===== config.mk =====
export PLATFORM = sky130hd
export DESIGN_NAME = ss_sequencer_flat
export DESIGN_NICKNAME = d
export VERILOG_FILES = /design/src/rtl/ss_pkg.sv /design/src/rtl/ss_sequencer_if.sv /design/src/rtl/ss_m2_wait.sv /design/src/rtl/ss_sequencer.sv /design/src/flat_wrapper.sv
export SDC_FILE = /design/constraint.sdc
export NUM_CORES = 1
export LEC_CHECK = 0
export CAP_MARGIN = 30
export CORE_ASPECT_RATIO = 1.25
export CORE_UTILIZATION = 54
export DETAILED_ROUTE_END_ITERATION = 10
export GPL_ROUTABILITY_DRIVEN = 0
export GPL_TIMING_DRIVEN = 0
export PLACE_DENSITY = 0.91
export RECOVER_POWER = 50
export SLEW_MARGIN = 20
export SYNTH_ARGS = -nofsm -noshare
export SYNTH_HDL_FRONTEND = slang
export SYNTH_SLANG_ARGS = --single-unit

===== constraint.sdc =====
create_clock -name clk -period 3.9 [get_ports clk]
set_clock_uncertainty 0.1 [all_clocks]
set_input_delay 0.975 -clock clk [delete_from_list [all_inputs] [get_ports clk]]
set_output_delay 0.975 -clock clk [all_outputs]
set_load 0.02 [all_outputs]

===== src/rtl/ss_pkg.sv =====
// Shared types and constants for the save-state sequencer.
// Latency: n/a (declarations only).
// Backpressure: n/a.
package ss_pkg;

    typedef enum logic [2:0] {
        S_IDLE,
        S_SETUP,
        S_SAVE_SETTLE,
        S_RST_FETCH,
        S_RST_ARM,
        S_RST_STROBE,
        S_NEXT,
        S_FINISH
    } ss_state_t;

    localparam int SS_IDX_ADDR  = 127;
    localparam int SS_SLOTS_MAX = 256;

    localparam int CMD_START_BIT   = 0;
    localparam int CMD_RESTORE_BIT = 1;
    localparam int CMD_ABORT_BIT   = 2;

    typedef logic [2:0] ss_cmd_t;

    function automatic logic is_busy_state(input ss_state_t s);
        return (s != S_IDLE) && (s != S_FINISH);
    endfunction

endpackage


===== src/rtl/ss_sequencer_if.sv =====
// Mapper save-state port plus state-buffer port, driven by the sequencer.
// Latency: n/a (wiring only).
// Backpressure: none; the mapper and buffer always accept.
interface ss_sequencer_if;
    logic       ss_act;
    logic       ss_we;
    logic [7:0] ss_addr;
    logic [7:0] ss_wdat;
    logic [7:0] ss_rdat;
    logic [7:0] buf_addr;
    logic [7:0] buf_wdat;
    logic       buf_we;
    logic [7:0] buf_rdat;

    modport master (
        output ss_act, ss_we, ss_addr, ss_wdat, buf_addr, buf_wdat, buf_we,
        input  ss_rdat, buf_rdat
    );

    modport slave (
        input  ss_act, ss_we, ss_addr, ss_wdat, buf_addr, buf_wdat, buf_we,
        output ss_rdat, buf_rdat
    );
endinterface


===== src/rtl/ss_m2_wait.sv =====
// Counts m2_fall pulses while enabled and flags the n-th one (n >= 1).
// Latency: hit is combinational in the cycle of the n-th pulse.
// Backpressure: none; abort or dropping en clears the count.
module ss_m2_wait (
    input  logic       clk,
    input  logic       rst_n,
    input  logic       en,
    input  logic       abort,
    input  logic       m2_fall,
    input  logic [3:0] n,
    output logic       hit
);
    logic [3:0] cnt;

    assign hit = en && !abort && m2_fall && (({1'b0, cnt} + 5'd1) >= {1'b0, n});

    always_ff @(posedge clk or negedge rst_n) begin
        if (!rst_n) begin
            cnt <= '0;
        end else if (!en || abort || hit) begin
            cnt <= '0;
        end else if (m2_fall) begin
            cnt <= cnt + 4'd1;
        end
    end
endmodule


===== src/rtl/ss_sequencer.sv =====
// Walks mapper save-state slots: save copies ss_rdat to the buffer, restore replays it.
// Latency: save SETTLE+2 clk per slot; restore up to 2 m2 periods per slot.
// Backpressure: restore stalls on missing m2_fall; only abort or reset exits.
module ss_sequencer
    import ss_pkg::*;
#(
    parameter int SS_WORDS = 128,
    parameter int SETTLE   = 2,
    parameter int IDX_ADDR = SS_IDX_ADDR
) (
    input  logic clk,
    input  logic rst_n,
    input  logic m2_fall,
    input  logic cmd_start,
    input  logic cmd_restore,
    input  logic cmd_abort,
    output logic busy,
    output logic done,
    output logic idx_err,
    ss_sequencer_if.master bus
);
    localparam logic [7:0] LAST_SLOT   = 8'(SS_WORDS - 1);
    localparam logic [7:0] IDX_SLOT    = 8'(IDX_ADDR);
    localparam logic [7:0] SETTLE_LAST = 8'(SETTLE - 1);

    ss_state_t  state;
    ss_cmd_t    cmd;
    logic [7:0] slot;
    logic [7:0] cnt;
    logic       restore;
    logic       wait_en;
    logic       m2_hit;

    logic       ss_act_q, ss_we_q, buf_we_q;
    logic [7:0] ss_addr_q, ss_wdat_q, buf_addr_q, buf_wdat_q;

    always_comb begin
        cmd = '0;
        cmd[CMD_START_BIT]   = cmd_start;
        cmd[CMD_RESTORE_BIT] = cmd_restore;
        cmd[CMD_ABORT_BIT]   = cmd_abort;
    end

    assign wait_en = (state == S_RST_ARM) || (state == S_RST_STROBE);

    ss_m2_wait u_m2_wait (
        .clk     (clk),
        .rst_n   (rst_n),
        .en      (wait_en),
        .abort   (cmd[CMD_ABORT_BIT]),
        .m2_fall (m2_fall),
        .n       (4'd1),
        .hit     (m2_hit)
    );

    always_ff @(posedge clk or negedge rst_n) begin
        if (!rst_n) begin
            state      <= S_IDLE;
            slot       <= '0;
            cnt        <= '0;
            restore    <= 1'b0;
            busy       <= 1'b0;
            done       <= 1'b0;
            idx_err    <= 1'b0;
            ss_act_q   <= 1'b0;
            ss_we_q    <= 1'b0;
            ss_addr_q  <= '0;
            ss_wdat_q  <= '0;
            buf_addr_q <= '0;
            buf_wdat_q <= '0;
            buf_we_q   <= 1'b0;
        end else begin
            done     <= 1'b0;
            buf_we_q <= 1'b0;
            if (is_busy_state(state) && cmd[CMD_ABORT_BIT]) begin
                // Partial progress stays in place; only the strobes are pulled.
                ss_we_q  <= 1'b0;
                ss_act_q <= 1'b0;
                busy     <= 1'b0;
                done     <= 1'b1;
                state    <= S_FINISH;
            end else begin
                case (state)
                    S_IDLE: begin
                        if (cmd[CMD_START_BIT]) begin
                            slot     <= '0;
                            restore  <= cmd[CMD_RESTORE_BIT];
                            ss_act_q <= 1'b1;
                            busy     <= 1'b1;
                            idx_err  <= 1'b0;
                            state    <= S_SETUP;
                        end
                    end
                    S_SETUP: begin
                        ss_addr_q  <= slot;
                        buf_addr_q <= slot;
                        cnt        <= '0;
                        state      <= restore ? S_RST_FETCH : S_SAVE_SETTLE;
                    end
                    S_SAVE_SETTLE: begin
                        if (cnt == SETTLE_LAST) begin
                            buf_wdat_q <= bus.ss_rdat;
                            buf_we_q   <= 1'b1;
                            state      <= S_NEXT;
                        end else begin
                            cnt <= cnt + 8'd1;
                        end
                    end
                    S_RST_FETCH: begin
                        if (cnt == 8'd0) begin
                            cnt <= 8'd1;
                        end else if (slot == IDX_SLOT) begin
                            // map_idx slot is read-only: verify, never write.
                            if (bus.buf_rdat != bus.ss_rdat) idx_err <= 1'b1;
                            state <= S_NEXT;
                        end else begin
                            ss_wdat_q <= bus.buf_rdat;
                            state     <= S_RST_ARM;
                        end
                    end
                    S_RST_ARM: begin
                        if (m2_hit) begin
                            ss_we_q <= 1'b1;
                            state   <= S_RST_STROBE;
                        end
                    end
                    S_RST_STROBE: begin
                        if (m2_hit) begin
                            ss_we_q <= 1'b0;
                            state   <= S_NEXT;
                        end
                    end
                    S_NEXT: begin
                        if (slot == LAST_SLOT) begin
                            ss_act_q <= 1'b0;
                            busy     <= 1'b0;
                            done     <= 1'b1;
                            state    <= S_FINISH;
                        end else begin
                            slot  <= slot + 8'd1;
                            state <= S_SETUP;
                        end
                    end
                    S_FINISH: state <= S_IDLE;
                    default:  state <= S_IDLE;
                endcase
            end
        end
    end

    assign bus.ss_act   = ss_act_q;
    assign bus.ss_we    = ss_we_q;
    assign bus.ss_addr  = ss_addr_q;
    assign bus.ss_wdat  = ss_wdat_q;
    assign bus.buf_addr = buf_addr_q;
    assign bus.buf_wdat = buf_wdat_q;
    assign bus.buf_we   = buf_we_q;
endmodule


===== src/flat_wrapper.sv =====
// flat-port wrapper written by rule: the top's interface ports become plain ports
module ss_sequencer_flat import ss_pkg::*;
#(
    parameter int SS_WORDS = 128,
    parameter int SETTLE   = 2,
    parameter int IDX_ADDR = SS_IDX_ADDR
)
  (clk, rst_n, m2_fall, cmd_start, cmd_restore, cmd_abort, busy, done, idx_err, bus_ss_act, bus_ss_we, bus_ss_addr, bus_ss_wdat, bus_buf_addr, bus_buf_wdat, bus_buf_we, bus_ss_rdat, bus_buf_rdat);
  ss_sequencer_if bus_i ();
  input  logic clk;
  input  logic rst_n;
  input  logic m2_fall;
  input  logic cmd_start;
  input  logic cmd_restore;
  input  logic cmd_abort;
  output logic busy;
  output logic done;
  output logic idx_err;
  output wire logic [$bits(bus_i.ss_act)-1:0] bus_ss_act;
  output wire logic [$bits(bus_i.ss_we)-1:0] bus_ss_we;
  output wire logic [$bits(bus_i.ss_addr)-1:0] bus_ss_addr;
  output wire logic [$bits(bus_i.ss_wdat)-1:0] bus_ss_wdat;
  output wire logic [$bits(bus_i.buf_addr)-1:0] bus_buf_addr;
  output wire logic [$bits(bus_i.buf_wdat)-1:0] bus_buf_wdat;
  output wire logic [$bits(bus_i.buf_we)-1:0] bus_buf_we;
  input wire logic [$bits(bus_i.ss_rdat)-1:0] bus_ss_rdat;
  input wire logic [$bits(bus_i.buf_rdat)-1:0] bus_buf_rdat;
  assign bus_ss_act = bus_i.ss_act;
  assign bus_ss_we = bus_i.ss_we;
  assign bus_ss_addr = bus_i.ss_addr;
  assign bus_ss_wdat = bus_i.ss_wdat;
  assign bus_buf_addr = bus_i.buf_addr;
  assign bus_buf_wdat = bus_i.buf_wdat;
  assign bus_buf_we = bus_i.buf_we;
  assign bus_i.ss_rdat = bus_ss_rdat;
  assign bus_i.buf_rdat = bus_buf_rdat;
  ss_sequencer #(.SS_WORDS(SS_WORDS), .SETTLE(SETTLE), .IDX_ADDR(IDX_ADDR)) u_core (.clk(clk), .rst_n(rst_n), .m2_fall(m2_fall), .cmd_start(cmd_start), .cmd_restore(cmd_restore), .cmd_abort(cmd_abort), .busy(busy), .done(done), .idx_err(idx_err), .bus(bus_i));
endmodule

==> results of run 1 <==
-- worst max-delay path, stage by stage --
cell and delay [ps]:
dlygate4sd3_1 610, clkbuf_1 240, nor3_2 640, mux2_2 420
-- area by class of cell --
cell class / instances / area, sq um
fill: 355 / 1334
sequential: 53 / 1326
multi-input combinational: 173 / 1232
timing repair buffer: 59 / 585.6
buffer: 18 / 115.1
tap: 60 / 75.07
clock buffer: 5 / 68.82
inverter: 10 / 37.54
clock inverter: 3 / 25.02
-- report_power, final --
group | internal [mW] | switching, mW | total (mW)
registers | 0.705 | 0.0997 | 0.805
clock network | 0.130 | 0.190 | 0.320
logic | 0.518 | 0.556 | 1.07
total | 1.35 | 0.846 | 2.20
-- cells by family after synthesis --
group           Yosys count  share of synthesized area
simple gates             80                     0.1561
flops                    53                     0.4867
compound gates           51                     0.1240
buf+inv                  28                    0.05647
mux                      25                     0.1139
xor+xnor                 11                    0.03535
fa+ha+maj                 6                    0.02755
-- Yosys cell counts, drive strengths merged, types with 2 or more instances --
cell type and n:
mux2 24, a22o 2, nor2b 5, ha 6, nor4 2, and2 3, a31oi 4, o311ai 2
a21oi 6, o41ai 2, o31ai 5, and3 5, nand3 12, nand4 2, o21ai 19, o211ai 2
nor2 16, nand2 21, inv 9, clkbuf 4, o21bai 2, xnor2 11, dfrtp 53, nor3 9
buf 14
-- final timing paths --
kind                                             from                     to  slack [ps]
worst max-delay path                        cmd_abort  u_core.bus.ss_addr[1]        1110
worst min register to register  u_core.bus.ss_wdat[0]  u_core.bus.ss_wdat[0]         410
min in group asynchronous                       rst_n  u_core.bus.ss_addr[2]         810
worst min-delay path            u_core.bus.ss_wdat[0]  u_core.bus.ss_wdat[0]         410
worst max register to register         u_core.slot[0]         u_core.slot[6]        1540
max in group asynchronous                       rst_n          u_core.cnt[2]        2110
-- stage by stage --
step	setup WS [ps]	instances	util	instance area (sq um)	power (mW)
floorplan	1733	254	-	2725	1.471
global placement	224.3	373	0.7065	3391	1.850
detailed placement	912.9	373	0.7059	3388	1.891
CTS	1257	381	0.7255	3482	2.216
global route	1011	381	0.7221	3466	2.346
finish	1114	381	0.7221	3466	2.199
-- state kept, by name, indices dropped and copies added (netlist names) --
register and count:
u_core.bus.buf_wdat 8, u_core.bus.ss_addr 8, u_core.bus.ss_wdat 8, u_core.cnt 8
u_core.slot 8, u_core.u_m2_wait.cnt 4, u_core.state 3, u_core.bus.buf_we 1
u_core.bus.ss_act 1, u_core.bus.ss_we 1, u_core.done 1, u_core.idx_err 1
u_core.restore 1
-- per-layer routing --
layer / wire [um] / global-route usage
met4: 82 / 0.08261
met1: 2316 / 0.2926
met3: 237 / 0.05000
met5: 0 / 0
met2: 3210 / 0.4186
-- cells in the final DEF (no fill, tap or decap), drive strengths merged, types with 2 or more instances in the layout --
cell | Yosys | routed
o21bai | 2 | 2
and3 | 5 | 5
nand4 | 2 | 2
a21oi | 6 | 6
clkdlybuf4s50 | 0 | 54
o21ai | 19 | 19
nor2b | 5 | 5
ha | 6 | 6
buf | 14 | 13
a31oi | 4 | 4
mux2 | 24 | 24
nor3 | 9 | 9
o311ai | 2 | 2
a22o | 2 | 2
dlygate4sd3 | 0 | 4
dfrtp | 53 | 53
nor4 | 2 | 2
nand3 | 12 | 12
nor2 | 16 | 16
nand2 | 21 | 21
clkbuf | 4 | 11
and2 | 3 | 3
o31ai | 5 | 5
xnor2 | 11 | 11
inv | 9 | 10
o41ai | 2 | 2
clkinv | 1 | 2
o211ai | 2 | 2
==> impl_summary.txt, run 1 <==
----------------------------------------------------
[Status]
  Result of the run ... finished clean

[Drt]
  Vias per inst ... around 5.7
  Number of remaining DRC errors ... 0
  Antenna-violating nets left ... 0
  Average detailed-routed wire length per instance ... between 15 and 20 um
  Routed WL ... 5847 um
  First-pass iteration count of the detailed router ... 5
  Initial detailed-routing violation count ... between 100 and 150
  Total via count after detailed routing ... around 2200

[Logic synthesis]
  Number of cells produced by synthesis ... between 200 and 300
  Sequential element share of the synthesized area ... 0.4867
  Number of flops mapped to enable cells by yosys ... 0
  Post-synthesis net count ... ~280
  Synthesized area per cell ... approximately 11 sq um
  Netlist area before placement ... around 2700 sq um
  Number of register bits inferred by synthesis ... 53
  Total number of yosys warnings ... 0
  Primary FF master, synth ... dfrtp_1
  Proportion of register bits with asynchronous set or reset after synthesis ... 1.000
  Cell type contributing the most total cell area after synthesis ... dfrtp_1
  Top cells by area, synth ... dfrtp_1, mux2_2, mux2_4
  Yosys top cell area share ... 0.4867
  Post-synth cell types ... 48

[Worst hold path]
  Worst min-delay path class ... reg -> reg
  Hold depth ... 1

[Clock tree]
  Setup Buffers After CTS ... 0
  Clock network latency to the later pin of the worst-skew pair ... between 300 and 400 ps
  Clk slew on worst S/H paths ... roughly 110 ps
  Post-cts hold buffer count ... 0
  Post_cts resized ... 0
  Number of H-tree levels ... 2
  Number of buffers on the longest clock path ... 2
  Clock tree from TritonCTS ... built
  Sink count of the clock tree ... 53
  Total clock buffers created by CTS ... 5
  CTS Root Buffer Type ... clkbuf_8

[Finish]
  Area Overhead vs Synth ... 27.18%
  Proportion of layout cells with a drive suffix above 1 ... 0.1620
  # nets final ... 348
  # diodes ... 0

[Timing]
  Fin crit share ... 0.7143
  Total setup violations reported at the end of the flow ... 0
  Unrepaired setup endpoints after global routing ... false
  Worst rel slew slack ... 0.1633
  Final Critical Period ... 2786 ps
  Worst-Margin Slew ... around 1300 ps
  Sum of negative setup slack ... 0 ps
  Count of endpoints failing hold in the final timing report ... 0
  Pins over their slew limit ... 0
  Worst Hold Slack ... approximately 400 ps
  Peak clock frequency supported by timing ... between 300 and 400 MHz

[Global routing]
  Total gr overflow ... 0
  Gr usage total ... 0.2396
  Pin count of the biggest net entering global routing ... 54
  Wire length of the first global-routing pass ... between 9000 and 10000 um
  Number of global-route vias before repair ... 2075
  Number of antenna violations at the first check in global routing ... 0

[Die]
  Ports ... 60
  Core Region ... 4800 sq um
  Chip width ... between 60 and 70 um
  Vert. Die Dim ... about 81 um
  DIE AREA ... ~5300 sq um
  Starting density of the core ... 0.5678
  Floorplan row count ... 28

[Power and ir drop]
  Worst voltage drop across the vdd grid ... about 430 uV
  Power per unit of standard cell area ... between 600 and 700 nW/um^2
  Leakage power ... 1.519 nW

[Place]
  DPL Wire Length ... approximately 4300 um
  Number of buffers added on ports ... 59

[Worst setup path]
  Kind of critical path ... in -> reg
  Data arrival time of the critical path ... 2890 ps
  Maximum fanout encountered on the critical timing path ... 10
  Critical path startpoint category ... primary input
  CP required ... 4010 ps
  Cell count of the worst reg-to-reg path ... 7
  Kind of capture point of the worst setup path ... flip-flop

[Run]
  Count of maximum capacitance violations ... 0

----------------------------------------------------
(Power assumes the default switching activity.)
==> inputs of run 2 (changes only) <==
Settings changed: CORE_UTILIZATION 54 to 46, PLACE_DENSITY 0.91 to 0.83.
Clock period 3.9 ns to 2.2 ns, I/O delays scaled along.
==> impl_summary.txt, run 2 (synthesis results as in run 1) <==
----------------------------------------------------
[Status]
  Result of the run ... complete, but fails checks
  Violations in the final reports ... DRC

[Die]
  Ports ... 60
  Vert. Die Dim ... ~90 um
  Core Region ... around 5700 sq um
  Chip width ... around 71 um
  Starting density of the core ... 0.4747
  DIE AREA ... just over 6000 sq um
  Floorplan row count ... 31

[Worst setup path]
  Cell count of the worst reg-to-reg path ... 5
  Data arrival time of the critical path ... 2220 ps
  Max incr delay on CP ... around 500 ps
  CP required ... 2290 ps
  Maximum fanout encountered on the critical timing path ... 9
  Worst reg2reg path startpoint ... u_core.slot[0]
  Kind of capture point of the worst setup path ... flip-flop
  Chain of cells forming the critical path ... clkdlybuf4s50_1, nor2b_1, nand2_1, or2_0, buf_6, mux2_4
  R2R setup slack ... between 100 and 150 ps
  End of the worst register-to-register path ... u_core.idx_err
  Cell with the largest stage delay on the worst path ... clkdlybuf4s50_1
  Kind of critical path ... in -> reg
  Critical path startpoint category ... primary input

[Drt]
  Initial detailed-routing violation count ... approximately 170
  Total via count after detailed routing ... around 2100
  Vias per inst ... 5.514
  Average detailed-routed wire length per instance ... ~15 um
  Number of remaining DRC errors ... 6
  First-pass iteration count of the detailed router ... 7
  Antenna-violating nets left ... 0
  Routed WL ... between 5000 and 6000 um

[Clock tree]
  Clk slew on worst S/H paths ... 100 ps
  Total clock buffers created by CTS ... 5
  Clock tree from TritonCTS ... built
  Post-cts hold buffer count ... 0
  CTS Root Buffer Type ... clkbuf_8
  Sink count of the clock tree ... 53
  Setup Buffers After CTS ... 0
  Number of H-tree levels ... 2
  Clock network latency to the later pin of the worst-skew pair ... 310 ps
  Number of buffers on the longest clock path ... 2

[Timing]
  Worst rel slew slack ... 0.1484
  Fin crit share ... 0.9691
  Unrepaired setup endpoints after global routing ... false
  Peak clock frequency supported by timing ... 469.1 MHz
  Worst-Margin Slew ... between 1000 and 1500 ps
  Pins over their slew limit ... 0
  Count of endpoints failing hold in the final timing report ... 0
  Sum of negative setup slack ... 0 ps
  Total setup violations reported at the end of the flow ... 0
  Final Critical Period ... between 2000 and 2500 ps

[Finish]
  # nets final ... approximately 350
  Proportion of layout cells with a drive suffix above 1 ... 0.1713
  Area Overhead vs Synth ... 28.88%
  Util after Layout ... 0.6118
  Most frequent standard cell in the layout excluding fill and tap cells ... dfrtp_1
  # diodes ... 0
  Commonest cells after routing, fill and taps aside ... dfrtp_1, clkdlybuf4s50_1, nand2_1, o21ai_0

[Power and ir drop]
  Pwr Total ... between 3 and 4 mW
  Switch share ... 0.3742
  Worst voltage drop across the vdd grid ... 689.7 uV
  Internal power of the cells ... about 2.5 mW
  Net switching power ... approximately 1.5 mW
  Portion of total power attributed to sequential cells ... 0.357
  Clock network power share ... 0.168
  Power per unit of standard cell area ... 1132 nW/um^2
  Leakage power ... approximately 1.5 nW
  Part of the power in combinational logic ... 0.474

[Worst hold path]
  Start point of the worst hold path ... u_core.cnt[7]
  Worst min-delay path class ... reg -> reg
  Hold depth ... 1
  Worst Hold End ... u_core.cnt[7]

[Place]
  Number of buffers added on ports ... around 60
  DPL Wire Length ... roughly 4100 um

[Global routing]
  Number of global-route vias before repair ... approximately 2000
  Pin count of the biggest net entering global routing ... 54
  Number of antenna violations at the first check in global routing ... 0
  Total gr overflow ... 0
  Wire length of the first global-routing pass ... between 9000 and 10000 um
  Gr usage total ... 0.1920

[Run]
  Count of maximum capacitance violations ... 0

----------------------------------------------------
-- run 2: timing repair --
action | in CTS | in global routing
endpoints found under the setup margin | 8 | 10
gates resized for setup | 1 | 2
pin swaps | 0 | 1
-- run 2: final cells by class --
type / count / area [sq um]
clock inverter: 3 / 43.79
buffer: 18 / 116.4
inverter: 10 / 37.54
clock buffer: 5 / 68.82
sequential: 53 / 1326
multi-input combinational: 173 / 1251
tap: 66 / 82.58
timing repair buffer: 59 / 585.6
fill: 478 / 2228
-- run 2: worst max path at each step --
stage / start / to / cells past startpoint
4_1_cts: u_core.slot[0] / u_core.bus.ss_wdat[3] / 5
3_5_place_dp: cmd_abort / u_core.bus.ss_addr[1] / 4
3_3_place_gp: rst_n / u_core.cnt[0] / 1
5_1_grt: u_core.slot[0] / u_core.idx_err / 5
6_report: cmd_abort / u_core.bus.buf_wdat[2] / 6
2_1_floorplan: u_core.u_m2_wait.cnt[0] / u_core.state[1] / 6
-- run 2: through the flow --
stage	setup slack, ps	hold WS (ps)	instance area (sq um)	cells
finish	68.05	387.1	3512	387
global route	5.812	400.3	3512	387
CTS	74.46	193.6	3515	387
detailed placement	-398.5	367.7	3396	379
global placement	-1106	366.3	3398	379
floorplan	268.1	154.4	2725	254
-- run 2: per-layer routing --
| metal | wire length (um) | global-route usage | vias to the layer above |
|---|---|---|---|
| li1 | - | - | 1022 |
| met1 | 2391 | 0.2417 | 1036 |
| met3 | 266 | 0.03567 | 7 |
| met2 | 2968 | 0.3418 | 69 |
| met4 | 77 | 0.04909 | 0 |
| met5 | 0 | 0 | - |
-- run 2: power groups by stage --
stage	Clock, mW	Sequential, mW	Combinational (mW)
floorplan	0	1.66	0.948
global route	0.727	1.46	2.03
global placement	0	1.43	1.85
finish	0.668	1.42	1.89
CTS	0.679	1.42	1.92
detailed placement	0	1.44	1.90
-- run 2: worst max-delay path: cells and delay by family --
kind	cells	cell delay, ps
simple gates	3	710
mux	1	290
buf+inv	2	660
